## src/rtl/serial_subtractor.sv

```systemverilog
// Sequential WIDTH-bit subtractor: difference = a - b - borrow_in, CHUNK bits per clock, LSB first.
// Start/busy/done handshake; result, final borrow and signed overflow are held until the next completion.
module serial_subtractor #(
  parameter int WIDTH = 8,
  parameter int CHUNK = 1
) (
  input  logic             clk,
  input  logic             rst,
  input  logic             start,
  input  logic [WIDTH-1:0] a,
  input  logic [WIDTH-1:0] b,
  input  logic             borrow_in,
  output logic             busy,
  output logic             done,
  output logic [WIDTH-1:0] difference,
  output logic             borrow,
  output logic             overflow
);

  localparam int N     = WIDTH / CHUNK;
  localparam int CNT_W = (N > 1) ? $clog2(N) : 1;

  typedef enum logic [1:0] {S_IDLE, S_RUN, S_DONE} state_t;

  state_t             r_state;
  state_t             w_next;
  logic [WIDTH-1:0]   r_a_sh;
  logic [WIDTH-1:0]   r_b_sh;
  logic               r_a_msb;
  logic               r_b_msb;
  logic               r_bchain;
  logic [CNT_W-1:0]   r_cnt;
  logic [WIDTH-1:0]   r_diff;
  logic               r_borrow;
  logic               r_ovf;

  logic [CHUNK:0]     w_sub;
  logic [WIDTH-1:0]   w_a_next;
  logic [WIDTH-1:0]   w_b_next;
  logic               w_last;
  logic               w_accept;

  assign w_sub    = {1'b0, r_a_sh[CHUNK-1:0]} - {1'b0, r_b_sh[CHUNK-1:0]}
                  - {{CHUNK{1'b0}}, r_bchain};
  assign w_last   = (r_cnt == CNT_W'(N - 1));
  assign w_accept = start && (r_state != S_RUN);

  // The minuend register doubles as the result register: consumed chunks leave
  // from the bottom while difference chunks enter from the top.
  generate
    if (CHUNK == WIDTH) begin : g_single
      assign w_a_next = w_sub[CHUNK-1:0];
      assign w_b_next = '0;
    end else begin : g_multi
      assign w_a_next = {w_sub[CHUNK-1:0], r_a_sh[WIDTH-1:CHUNK]};
      assign w_b_next = {{CHUNK{1'b0}}, r_b_sh[WIDTH-1:CHUNK]};
    end
  endgenerate

  // NOTE: sequential state uses non-blocking assignments so every register
  // samples pre-edge values regardless of statement order.
  always_ff @(posedge clk) begin
    if (rst) r_state <= S_IDLE;
    else     r_state <= w_next;
  end

  // NOTE: w_next is defaulted before the case so no path leaves it unassigned,
  // which would otherwise infer a latch.
  always_comb begin
    w_next = r_state;
    case (r_state)
      S_IDLE:  if (start) w_next = S_RUN;
      S_RUN:   if (w_last) w_next = S_DONE;
      S_DONE:  w_next = start ? S_RUN : S_IDLE;
      default: w_next = S_IDLE;
    endcase
  end

  always_ff @(posedge clk) begin
    if (rst) begin
      r_a_sh   <= '0;
      r_b_sh   <= '0;
      r_a_msb  <= 1'b0;
      r_b_msb  <= 1'b0;
      r_bchain <= 1'b0;
      r_cnt    <= '0;
      r_diff   <= '0;
      r_borrow <= 1'b0;
      r_ovf    <= 1'b0;
    end else if (w_accept) begin
      r_a_sh   <= a;
      r_b_sh   <= b;
      r_a_msb  <= a[WIDTH-1];
      r_b_msb  <= b[WIDTH-1];
      r_bchain <= borrow_in;
      r_cnt    <= '0;
    end else if (r_state == S_RUN) begin
      r_a_sh   <= w_a_next;
      r_b_sh   <= w_b_next;
      r_bchain <= w_sub[CHUNK];
      r_cnt    <= r_cnt + CNT_W'(1);
      if (w_last) begin
        r_diff   <= w_a_next;
        r_borrow <= w_sub[CHUNK];
        r_ovf    <= (r_a_msb != r_b_msb) && (w_a_next[WIDTH-1] != r_a_msb);
      end
    end
  end

  assign busy       = (r_state == S_RUN);
  assign done       = (r_state == S_DONE);
  assign difference = r_diff;
  assign borrow     = r_borrow;
  assign overflow   = r_ovf;

endmodule
```

## config.mk

```make
export PLATFORM = sky130hd
export DESIGN_NAME = serial_subtractor
export DESIGN_NICKNAME = d
export VERILOG_FILES = /design/src/rtl/serial_subtractor.sv
export SDC_FILE = /design/constraint.sdc
export NUM_CORES = 1
export LEC_CHECK = 0
export BUFFER_PORTS_ARGS = -buffer_cell sky130_fd_sc_hd__buf_2
export CAP_MARGIN = 0
export CELL_PAD_IN_SITES_DETAIL_PLACEMENT = 1
export CELL_PAD_IN_SITES_GLOBAL_PLACEMENT = 1
export CORE_MARGIN = 5
export CORE_UTILIZATION = 37
export DETAILED_ROUTE_END_ITERATION = 10
export PLACE_DENSITY = 0.84
export SKIP_CTS_REPAIR_TIMING = 1
export SYNTH_ARGS = -nofsm -noshare
export SYNTH_HDL_FRONTEND = slang
export SYNTH_SLANG_ARGS = --single-unit
```

## constraint.sdc

```tcl
create_clock -name clk -period 2.4 [get_ports clk]
set_clock_uncertainty 0.05 [all_clocks]
set_input_delay 0.36 -clock clk [delete_from_list [all_inputs] [get_ports clk]]
set_output_delay 0.36 -clock clk [all_outputs]
set_load 0.05 [all_outputs]
```

; ---- Word level (Yosys, flattened, before mapping)
; Index checks and enable logic that the tools add are counted.
; W data, S select, Z words.
[classes]
n_addsub = 3
n_eq_ne = 8
muxes = 10
bitwise = 1
reduce_logical = 7
[ops]
columns = op, count
row1 = $mux W8, 4
row2 = $pmux W2 S3, 1
row3 = $mux W2, 2
row4 = $ne A2 B1 Y1 const B, 2
row5 = $add A3 B1 Y3 const B, 1
row6 = $eq A3 B3 Y1 const B, 1
row7 = $mux W1, 3
row8 = $reduce_and A3 Y1, 1
row9 = $eq A2 B1 Y1 const B, 1
row10 = $eq A2 B2 Y1 const B, 1
row11 = $logic_and A1 B1 Y1, 2
row12 = $logic_not A2 Y1, 1
row13 = $ne A1 B1 Y1, 2
row14 = $ne A2 B2 Y1 const B, 1
row15 = $reduce_and A2 Y1, 1
row16 = $reduce_bool A2 Y1, 1
row17 = $reduce_or A2 Y1, 1
row18 = $sub A1 B1 Y2, 1
row19 = $sub A2 B1 Y2, 1
row20 = $not A1 Y1, 1
[totals]
register_bits = 34
in_bits = 20
out_inout_bits = 12
wordCells = 39

; ---- Logic depth before layout (Yosys ltp)
; Gate-level depths: netlist of run 1.
[depth]
word_depth = 4
mapped_depth = 6
depth_no_buf = 5

; ---- Worst setup path before layout of run 1
; No wires, ideal clock.
[synth_timing]
kind = reg-to-reg
start = register r_a_sh[0]
end = register r_ovf, in the netlist overflow
setup_time_ns = 0.091
t_arrival_ns = 1.465
t_required_ns = 2.259
path_slack_ns = 0.794
stages_incl_launch_ff = 5
n_path_buf = 0
synth_period_minus_slack_ns = 1.606
cell_sequence = dfxtp_1 inv_1 fa_1 or3b_1 a311oi_1
[synth_via]
elab_chain_len = 4
[synth_rtl]
columns = element, line
row1 = from (decl), 27  ; logic [WIDTH-1:0] r_a_sh;
row2 = from (signal assigned), 98  ; r_a_sh <= w_a_next;
row3 = $sub A1 B1 Y2, 43  ; assign w_sub = {1'b0, r_a_sh[CHUNK-1:0]} - {1'b0, r_b_sh[CHUNK-1:0]}
row4 = $sub A2 B1 Y2, 44  ; - {{CHUNK{1'b0}}, r_bchain};
row5 = $ne A1 B1 Y1, 105  ; r_ovf <= (r_a_msb != r_b_msb) && (w_a_next[WIDTH-1] != r_a_msb);
row6 = $logic_and A1 B1 Y1, 105
row7 = to (signal assigned), 105
row8 = to (decl), 35  ; logic r_ovf;
; No other way between the ends.
; A chain may end at the register's enable or synchronous reset.

; ---- Worst setup path after layout of run 1
; Ends and elaborated chain as after synthesis.

==> reports/results.md, run 1 <==
| Step | Quantity | Value |
|---|---|---|
| worst setup path | Worst-path fanout max | 4 |
| sta | Final period demand of the worst path | 1.696 ns |
| grt | Wire length of the first global-routing pass | 5513 microns |
| grt | Vias in the first global route | 1174 |
| yosys | Synth Instances | 153 |
| layout | Post-Route Utilization | 43.57% |
| worst setup path | Data arrival at the endpoint of the critical path | 1.84 ns |
| worst setup path | CP peak stage delay | 0.54 ns |
| sta | Endpoints failing setup | 0 |
| worst setup path | Endpoint required time on the critical path | 2.55 ns |
| placement | Placed Cells | 226 |
| clock tree | Worst-case clock buffer depth | 2 |
| placement | DP HPWL | 2359 microns |
| floorplan | Die ar. | 5413 sq um |
| worst setup path | Cell family contributing the most delay on the critical path | adder cells |
| worst setup path | Worst-path cell with the longest stage delay | fa_1 |
| worst hold path | Worst hold stages | 3 |
| yosys | Largest area contributor in the netlist | dfxtp_1 |
| route | Number of violations reported at the end of detailed-routing iteration 0 | 60 |
| placement | Final estimated routing congestion in global placement | 0.7176 |
| grt | Maximum number of pins on one net before global-route repair | 35 |
| layout | Final-stage net count | 206 |
| layout | Fraction of final layout cells with drive strength greater than 1 | 28.42% |
| floorplan | Initial Util | 37.65% |
| route | Post-route DRC | 0 |
| route | Per-cell routed wire length | 13.99 microns |
| pwr | Total power per unit cell area | 674.5 nW/um^2 |
| floorplan | Core Footprint | 3971 sq um |
| yosys | Top-area cell type share of the netlist area | 45.52% |
| outcome | Status | finished clean |
| yosys | Synth Net Count | 176 |
| route | Number of detailed-routing iterations run before antenna repair | 4 |
| worst setup path | Worst Path Buf+Inv | 1 |
| sta | Headroom to the max-slew limit | 50.72% |
| floorplan | Number of rows in the core area | 23 |
| yosys | Biggest area contributors in the synthesized netlist | dfxtp_1, mux2i_1, a211oi_2 |
| worst setup path | Number of gates on the worst path with buffers counted | 4 |
| clock tree | Clock root cell | clkbuf_8 |
| placement | Pre-CTS setup slack | 0.6910 ns |
| route | DRT Wirelength | 3259 microns |
| yosys | Distinct cell type count after synthesis | 25 |
| sta | Fin worst setup slack | 0.7043 ns |
| yosys | Post-Syn Area | 1495 sq um |
| layout | Post-Layout Cell Count | 233 |
| yosys | Share of synthesized area occupied by flip-flops and latches | 45.52% |
| sta | Final-report max-slew violation count | 0 |
| sta | Hold slack final | 0.2903 ns |
| worst setup path | Critical path endpoint category | flop |
| route | Post-detailed-route count of antenna-violating nets | 0 |
| clock tree | Clock net sink count | 34 |
| yosys | Post-synthesis sequential element count | 34 |
| worst setup path | Critical-path cell list | inv_1 -> fa_1 -> or3b_1 -> a311oi_1 |
| pwr | Largest vdd supply drop | 0.0003285 V |
| sta | Setup Total Neg Slack | 0 ns |
| job | Number of maximum-capacitance constraint violations | 0 |
| route | Per-cell via count in the routed design | 5.034 |
| grt | Sum of overflow across all layers after global routing | 0 |
| clock tree | Clock latency reported for the late side of the worst-skew pair | 0.28 ns |
| layout | Antenna diode count | 0 |
| sta | Transition at the pin with the smallest max-transition slack | 0.7392 ns |
| grt | Initial antenna violation count | 0 |
| pwr | Static power due to leakage | 0.7382 nW |
| worst setup path | R2r worst-path depth | 4 |
| clock tree | Clock-pin slew of the registers on the worst-case setup and hold paths | 0.07 ns |
| worst hold path | Worst hold path class | primary input to flop |
| yosys | Yosys warns | 0 |
| sta | Count of endpoints failing hold in the final timing report | 0 |
| worst setup path | Startpoint types | flop |
| sta | Fraction of the cycle the final worst path needs | 70.65% |
| grt | Combined global-route utilization of all metal layers | 13.57% |
| floorplan | X dimension of the die | 73.57 microns |
| clock tree | CTS HTree Levels | 2 |
| clock tree | Num CTS Buffers | 5 |
| floorplan | I/O pins | 32 |
| layout | Area overhead of the layout relative to synthesis | 15.73% |
| worst setup path | Type of the worst setup path | flop to flop |
| placement | Input/output buffers | 31 |
| clock tree | CTS tree | yes |
| route | Total number of vias | 1173 |
| sta | Fmax | 0.5897 GHz |
| floorplan | Die Span Y | 73.57 microns |
| yosys | Average footprint of a synthesized cell | 9.772 sq um |
| sta | Setup repair after global routing missed its margin | no |
## power breakdown
part	internal [W]	switching, W	total [W]
Sequential	0.000597	0.0000214	0.000619
Combinational	0.0000680	0.0000903	0.000158
Clock	0.000199	0.000191	0.000390
## worst reg2reg max path, cell delays in order, from the launching register on
cell and delay, ns:
dfxtp_1 0.33, inv_1 0.06, fa_1 0.54, or3b_1 0.37
a311oi_1 0.26
## flip-flops by register name (all words and copies together), names as in the netlist
name / cells
borrow: 1
difference: 8
overflow: 1
r_a_msb: 1
r_a_sh: 8
r_b_msb: 1
r_b_sh: 8
r_bchain: 1
r_cnt: 3
r_state: 2
## routing by layer
metal	routed length, microns	share of wire (%)	track usage, %
met3	207	6.4	5.609
met1	1536	47	17.79
met5	0	0	0
met2	1457	45	19.69
met4	58	1.8	5.433
## synthesized netlist by cell type
cell type  number
a211oi_1        6
a211oi_2       12
a21oi_1        13
a311oi_1        1
and3b_1         1
buf_2           2
buf_4           4
buf_6           3
clkbuf_1        2
dfxtp_1        34
fa_1            1
ha_1            2
inv_1           2
inv_4           1
mux2i_1        16
nand2_1        18
nand2b_1        2
nand3_1         5
nand3b_1        2
nor2_1         19
nor2b_1         2
nor3_1          1
o21ai_0         2
o22a_1          1
or3b_1          1
## stage by stage
step	total power (W)	instance area, sq um
final	0.001167	1730
after detailed placement	0.0007929	1654
after global routing	0.001226	1730
after floorplan	0.0007556	1495
after CTS	0.001190	1730
after global placement	0.0007858	1654
## final cells by class
| class | count | area (sq um) |
|---|---|---|
| Fill cell | 490 | 2241 |
| Inverter | 3 | 13.76 |
| Sequential cell | 34 | 680.7 |
| Multi-Input combinational cell | 105 | 719.4 |
| Tap cell | 50 | 62.56 |
| Timing Repair Buffer | 34 | 177.7 |
| Clock buffer | 7 | 76.32 |
## cells in the final DEF, fill, tap and decap left out
master,instances
inv_4,1
a311oi_1,1
a211oi_1,6
clkbuf_8,5
inv_1,2
ha_1,2
buf_4,3
o22a_1,1
o21ai_0,2
nor3_1,1
or3b_1,1
a21oi_1,13
nor2_1,19
nor2b_1,2
dfxtp_1,34
fa_1,1
nand3_1,5
nand2b_1,2
nand2_1,18
and3b_1,1
a211oi_2,12
buf_2,31
nand3b_1,2
mux2i_1,16
clkbuf_1,2
## kinds of logic (layout without fill, tap and decap cells)
group / count (synthesis) / in the layout / synth area share [%]
AOI/OAI and AO/OA: 35 / 35 / 19.25
adders and majority gates: 3 / 3 / 3.012
buffers and inverters: 14 / 44 / 6.360
DFF: 34 / 34 / 45.52
muxes: 16 / 16 / 10.71
and+or+nand+nor: 51 / 51 / 15.15
## final timing paths
kind	end	slack (ns)	start
worst max register to register	overflow	0.70	r_a_sh[0]
worst max-delay path	overflow	0.70	r_a_sh[0]
worst min-delay path	r_b_msb	0.29	b[7]
worst min register to register	difference[5]	0.40	difference[5]
Note: power is estimated with default switching activity, not from simulation.
==> run 2: changes to the inputs <==
--- a/config.mk
+++ b/config.mk
@@ -5,14 +5,15 @@
 export SDC_FILE = /design/constraint.sdc
 export NUM_CORES = 1
 export LEC_CHECK = 0
+export ABC_AREA = 1
 export BUFFER_PORTS_ARGS = -buffer_cell sky130_fd_sc_hd__buf_2
 export CAP_MARGIN = 0
 export CELL_PAD_IN_SITES_DETAIL_PLACEMENT = 1
 export CELL_PAD_IN_SITES_GLOBAL_PLACEMENT = 1
 export CORE_MARGIN = 5
-export CORE_UTILIZATION = 37
+export CORE_UTILIZATION = 34
 export DETAILED_ROUTE_END_ITERATION = 10
-export PLACE_DENSITY = 0.84
+export PLACE_DENSITY = 0.85
 export SKIP_CTS_REPAIR_TIMING = 1
 export SYNTH_ARGS = -nofsm -noshare
 export SYNTH_HDL_FRONTEND = slang
==> constraint.sdc (replaced) <==
create_clock -name clk -period 1.45 [get_ports clk]
set_clock_uncertainty 0.05 [all_clocks]
set_input_delay 0.2175 -clock clk [delete_from_list [all_inputs] [get_ports clk]]
set_output_delay 0.2175 -clock clk [all_outputs]
set_load 0.05 [all_outputs]
==> run 2 against run 1 <==
Against the previous run: non-clock buffer count increased by 5; die area increased by 10%; worst setup slack got worse by 0.66 ns; sequential share of layout area decreased by 2.0 points; combinational power increased by 64%; total power increased by 64%; clock-buffer cell count decreased by 2; final cell count increased by 28%; global-route usage increased by 0.30 points; critical path type is now flop to output pin; largest cell class is now sequential cells.
==> reports/results.md, run 2 <==
| Step | Quantity | Value | vs previous |
|---|---|---|---|
| sta | Fraction of the cycle the final worst path needs | 96.79% |  |
| clock tree | Worst-case clock buffer depth | 2 | unchanged |
| sta | Count of endpoints failing hold in the final timing report | 0 | unchanged |
| floorplan | X dimension of the die | 77.31 microns | was 73.57 microns |
| sta | Transition at the pin with the smallest max-transition slack | 0.4157 ns | was 0.7392 ns |
| yosys | Count leader, synth | nand2_1 | was dfxtp_1 |
| worst hold path | Worst hold path class | primary input to flop | unchanged |
| yosys | Largest area contributor in the netlist | dfxtp_1 | unchanged |
| placement | DP HPWL | 2838 microns | was 2359 microns |
| placement | Input/output buffers | 31 | unchanged |
| clock tree | Clock net sink count | 34 | unchanged |
| yosys | Most frequent cells after synthesis | nand2_1, nand3_1, dfxtp_1 | was dfxtp_1, nor2_1, nand2_1 |
| grt | Maximum number of pins on one net before global-route repair | 37 | was 35 |
| yosys | Distinct cell type count after synthesis | 21 | was 25 |
| pwr | Internal power consumption | 0.001405 W | was 0.0008648 W |
| pwr | Clock share of power | 34.0% | was 33.4% |
| grt | Wire length of the first global-routing pass | 6672 microns | was 5513 microns |
| layout | Antenna diode count | 0 | unchanged |
| clock tree | Num CTS Buffers | 5 | unchanged |
| floorplan | Core Footprint | 4384 sq um | was 3971 sq um |
| grt | Vias in the first global route | 1494 | was 1174 |
| outcome | Status | finished clean | unchanged |
| sta | Setup repair after global routing missed its margin | yes | was no |
| floorplan | Initial Util | 35.13% | was 37.65% |
| clock tree | CTS HTree Levels | 2 | unchanged |
| route | Post-route DRC | 0 | unchanged |
| sta | Endpoints failing setup | 0 | unchanged |
| sta | Final period demand of the worst path | 1.403 ns |  |
| placement | Placed Cells | 289 | was 226 |
| route | Per-cell via count in the routed design | 4.789 | was 5.034 |
| pwr | Switching Power | 0.0005138 W | was 0.0003024 W |
| sta | Setup Total Neg Slack | 0 ns | unchanged |
| sta | Hold slack final | 0.1473 ns | was 0.2903 ns |
| grt | Combined global-route utilization of all metal layers | 13.87% | was 13.57% |
| worst setup path | Critical path endpoint category | output pin | was flop |
| yosys | Share of synthesized area occupied by flip-flops and latches | 44.19% | was 45.52% |
| floorplan | Die ar. | 5976 sq um | was 5413 sq um |
| yosys | EDFF count, synth | 0 | unchanged |
| yosys | Average footprint of a synthesized cell | 7.265 sq um | was 9.772 sq um |
| yosys | Biggest area contributors in the synthesized netlist | dfxtp_1, nand3_1, nand2_1 | was dfxtp_1, mux2i_1, a211oi_2 |
| worst setup path | Startpoint types | flop | unchanged |
| clock tree | CTS tree | yes | unchanged |
| route | Post-detailed-route count of antenna-violating nets | 0 | unchanged |
| clock tree | Clock-pin slew of the registers on the worst-case setup and hold paths | 0.07 ns | about the same |
| sta | Fmax | 0.7125 GHz |  |
| worst setup path | Data arrival at the endpoint of the critical path | 1.14 ns | was 1.84 ns |
| pwr | Relative contribution of combinational cells to total power | 13.5% | was 13.6% |
| pwr | Largest vdd supply drop | 0.0003868 V | was 0.0003285 V |
| route | DRT Wirelength | 3823 microns | was 3259 microns |
| worst setup path | Endpoint required time on the critical path | 1.18 ns | was 2.55 ns |
| placement | Final estimated routing congestion in global placement | 0.7561 | was 0.7176 |
| job | Number of maximum-capacitance constraint violations | 0 | unchanged |
| route | Number of violations reported at the end of detailed-routing iteration 0 | 33 | was 60 |
| yosys | Post-synthesis sequential element count | 34 | unchanged |
| route | Number of detailed-routing iterations run before antenna repair | 4 | unchanged |
| layout | Fraction of final layout cells with drive strength greater than 1 | 22.76% | was 28.42% |
| yosys | Yosys warns | 0 | unchanged |
| floorplan | Number of rows in the core area | 24 | was 23 |
| pwr | Static power due to leakage | 0.9395 nW | was 0.7382 nW |
| yosys | FFs w/ async S/R, synth | 0% | unchanged |
| pwr | Switching share of power | 26.78% | was 25.91% |
| pwr | Total power per unit cell area | 1047 nW/um^2 | was 674.5 nW/um^2 |
| floorplan | I/O pins | 32 | unchanged |
| yosys | Synth Instances | 212 | was 153 |
| floorplan | Die Span Y | 77.31 microns | was 73.57 microns |
| sta | Headroom to the max-slew limit | 72.26% | was 50.72% |
| worst setup path | Worst-path fanout max | 5 | was 4 |
| yosys | Leading register cell type out of synthesis | dfxtp_1 | unchanged |
| grt | Sum of overflow across all layers after global routing | 0 | unchanged |
| placement | Area post-placement | 1720 sq um | was 1654 sq um |
| yosys | Synth Net Count | 235 | was 176 |
| clock tree | Clock latency reported for the late side of the worst-skew pair | 0.28 ns | about the same |
| layout | Final-stage net count | 269 | was 206 |
| layout | Most common cell after layout, fill and taps aside | nand2_1 | was dfxtp_1 |
| grt | Initial antenna violation count | 0 | unchanged |
| sta | Final-report max-slew violation count | 0 | unchanged |
| layout | Final std cell area, no fill | 1833 sq um | was 1730 sq um |
| layout | Leading cell types in the layout, fill and taps excluded | nand2_1, nand3_1, dfxtp_1 | was dfxtp_1, buf_2, nor2_1 |
| worst setup path | Type of the worst setup path | flop to output pin | was flop to flop |
| yosys | Top-area cell type share of the netlist area | 44.19% | was 45.52% |
| yosys | Post-Syn Area | 1540 sq um | was 1495 sq um |
| clock tree | Clock root cell | clkbuf_8 | unchanged |
| layout | Fillcell total | 582 | was 490 |
| layout | Post-Layout Cell Count | 298 | was 233 |
| route | Total number of vias | 1427 | was 1173 |
| pwr | Register share of total power | 52.5% | was 53.0% |
| route | Per-cell routed wire length | 12.83 microns | was 13.99 microns |
| layout | Area overhead of the layout relative to synthesis | 19.01% | was 15.73% |
[run 2: cell count changes in the layout (fill, tap and decap cells not counted), moves of 4 or more]
| cell | change |
|---|---|
| a211oi_2 | -12 |
| nand3_1 | +47 |
| a211oi_1 | -6 |
| mux2i_1 | -16 |
| nor2_1 | -14 |
| o21ai_1 | +4 |
| inv_1 | +21 |
| nand2_1 | +40 |
[run 2: worst max-delay path: stages, from the launching register on]
cell and delay, ns:
dfxtp_2 0.39, inv_2 0.05, nor2_2 0.21, buf_6 0.20
[run 2: cells by family (layout without fill, tap and decap cells)]
logic type / after synthesis / after routing / share of synthesized area (%)
and+or+nand+nor: 119 / 119 / 33.79
adders and majority gates: 3 / 3 / 2.924
buffers and inverters: 39 / 73 / 13.16
DFF: 34 / 34 / 44.19
xor gates and xnor gates: 1 / 1 / 0.5687
AOI/OAI and AO/OA: 16 / 16 / 5.361
[run 2: final cells by class]
class | instances | area (sq um) | area share, %
sequential | 34 | 684.4 | 37.34
clock buffer | 5 | 68.82 | 3.754
timing repair buffer | 39 | 237.7 | 12.97
inverter | 26 | 97.59 | 5.324
clock inverter | 2 | 10.01 | 0.5461
tap | 52 | 65.06 | 3.549
timing repair inverter | 1 | 7.507 | 0.4096
multi-input combinational | 139 | 661.9 | 36.11
[run 2: power groups by stage]
| stage | Clock (W) | Sequential [W] | Combinational (W) |
|---|---|---|---|
| floorplan | 0 | 0.00102 | 0.000189 |
| global route | 0.000721 | 0.00101 | 0.000299 |
| CTS | 0.000683 | 0.00101 | 0.000252 |
| global placement | 0 | 0.00102 | 0.000243 |
| detailed placement | 0 | 0.00103 | 0.000251 |
| finish | 0.000652 | 0.00101 | 0.000259 |
[run 2: final timing paths]
check	cells past startpoint	to	start	slack, ns
worst max register to register	6	overflow	r_bchain	0.06
worst min-delay path	3	r_b_sh[7]	b[7]	0.15
worst max-delay path	3	busy	r_state[0]	0.05
worst min register to register	2	difference[1]	difference[1]	0.41
[run 2: metal layers]
metal / track usage (%) / up-vias / part of all wire, %
li1: - / 740 / -
met1: 17.83 / 653 / 47
met2: 21.46 / 29 / 46
met3: 3.279 / 5 / 4.8
met4: 7.216 / 0 / 2.1
met5: 0 / - / 0
[run 2: per-stage QoR]
| step | utilization (%) | total power, W | setup WS (ns) |
|---|---|---|---|
| after global routing | 41.81 | 0.002033 | -0.02630 |
| final | 41.81 | 0.001918 | 0.04655 |
| after floorplan | - | 0.001206 | 0.1017 |
| after detailed placement | 39.24 | 0.001278 | -0.03732 |
| after global placement | 39.24 | 0.001267 | 0.03911 |
| after CTS | 41.04 | 0.001940 | -0.1131 |
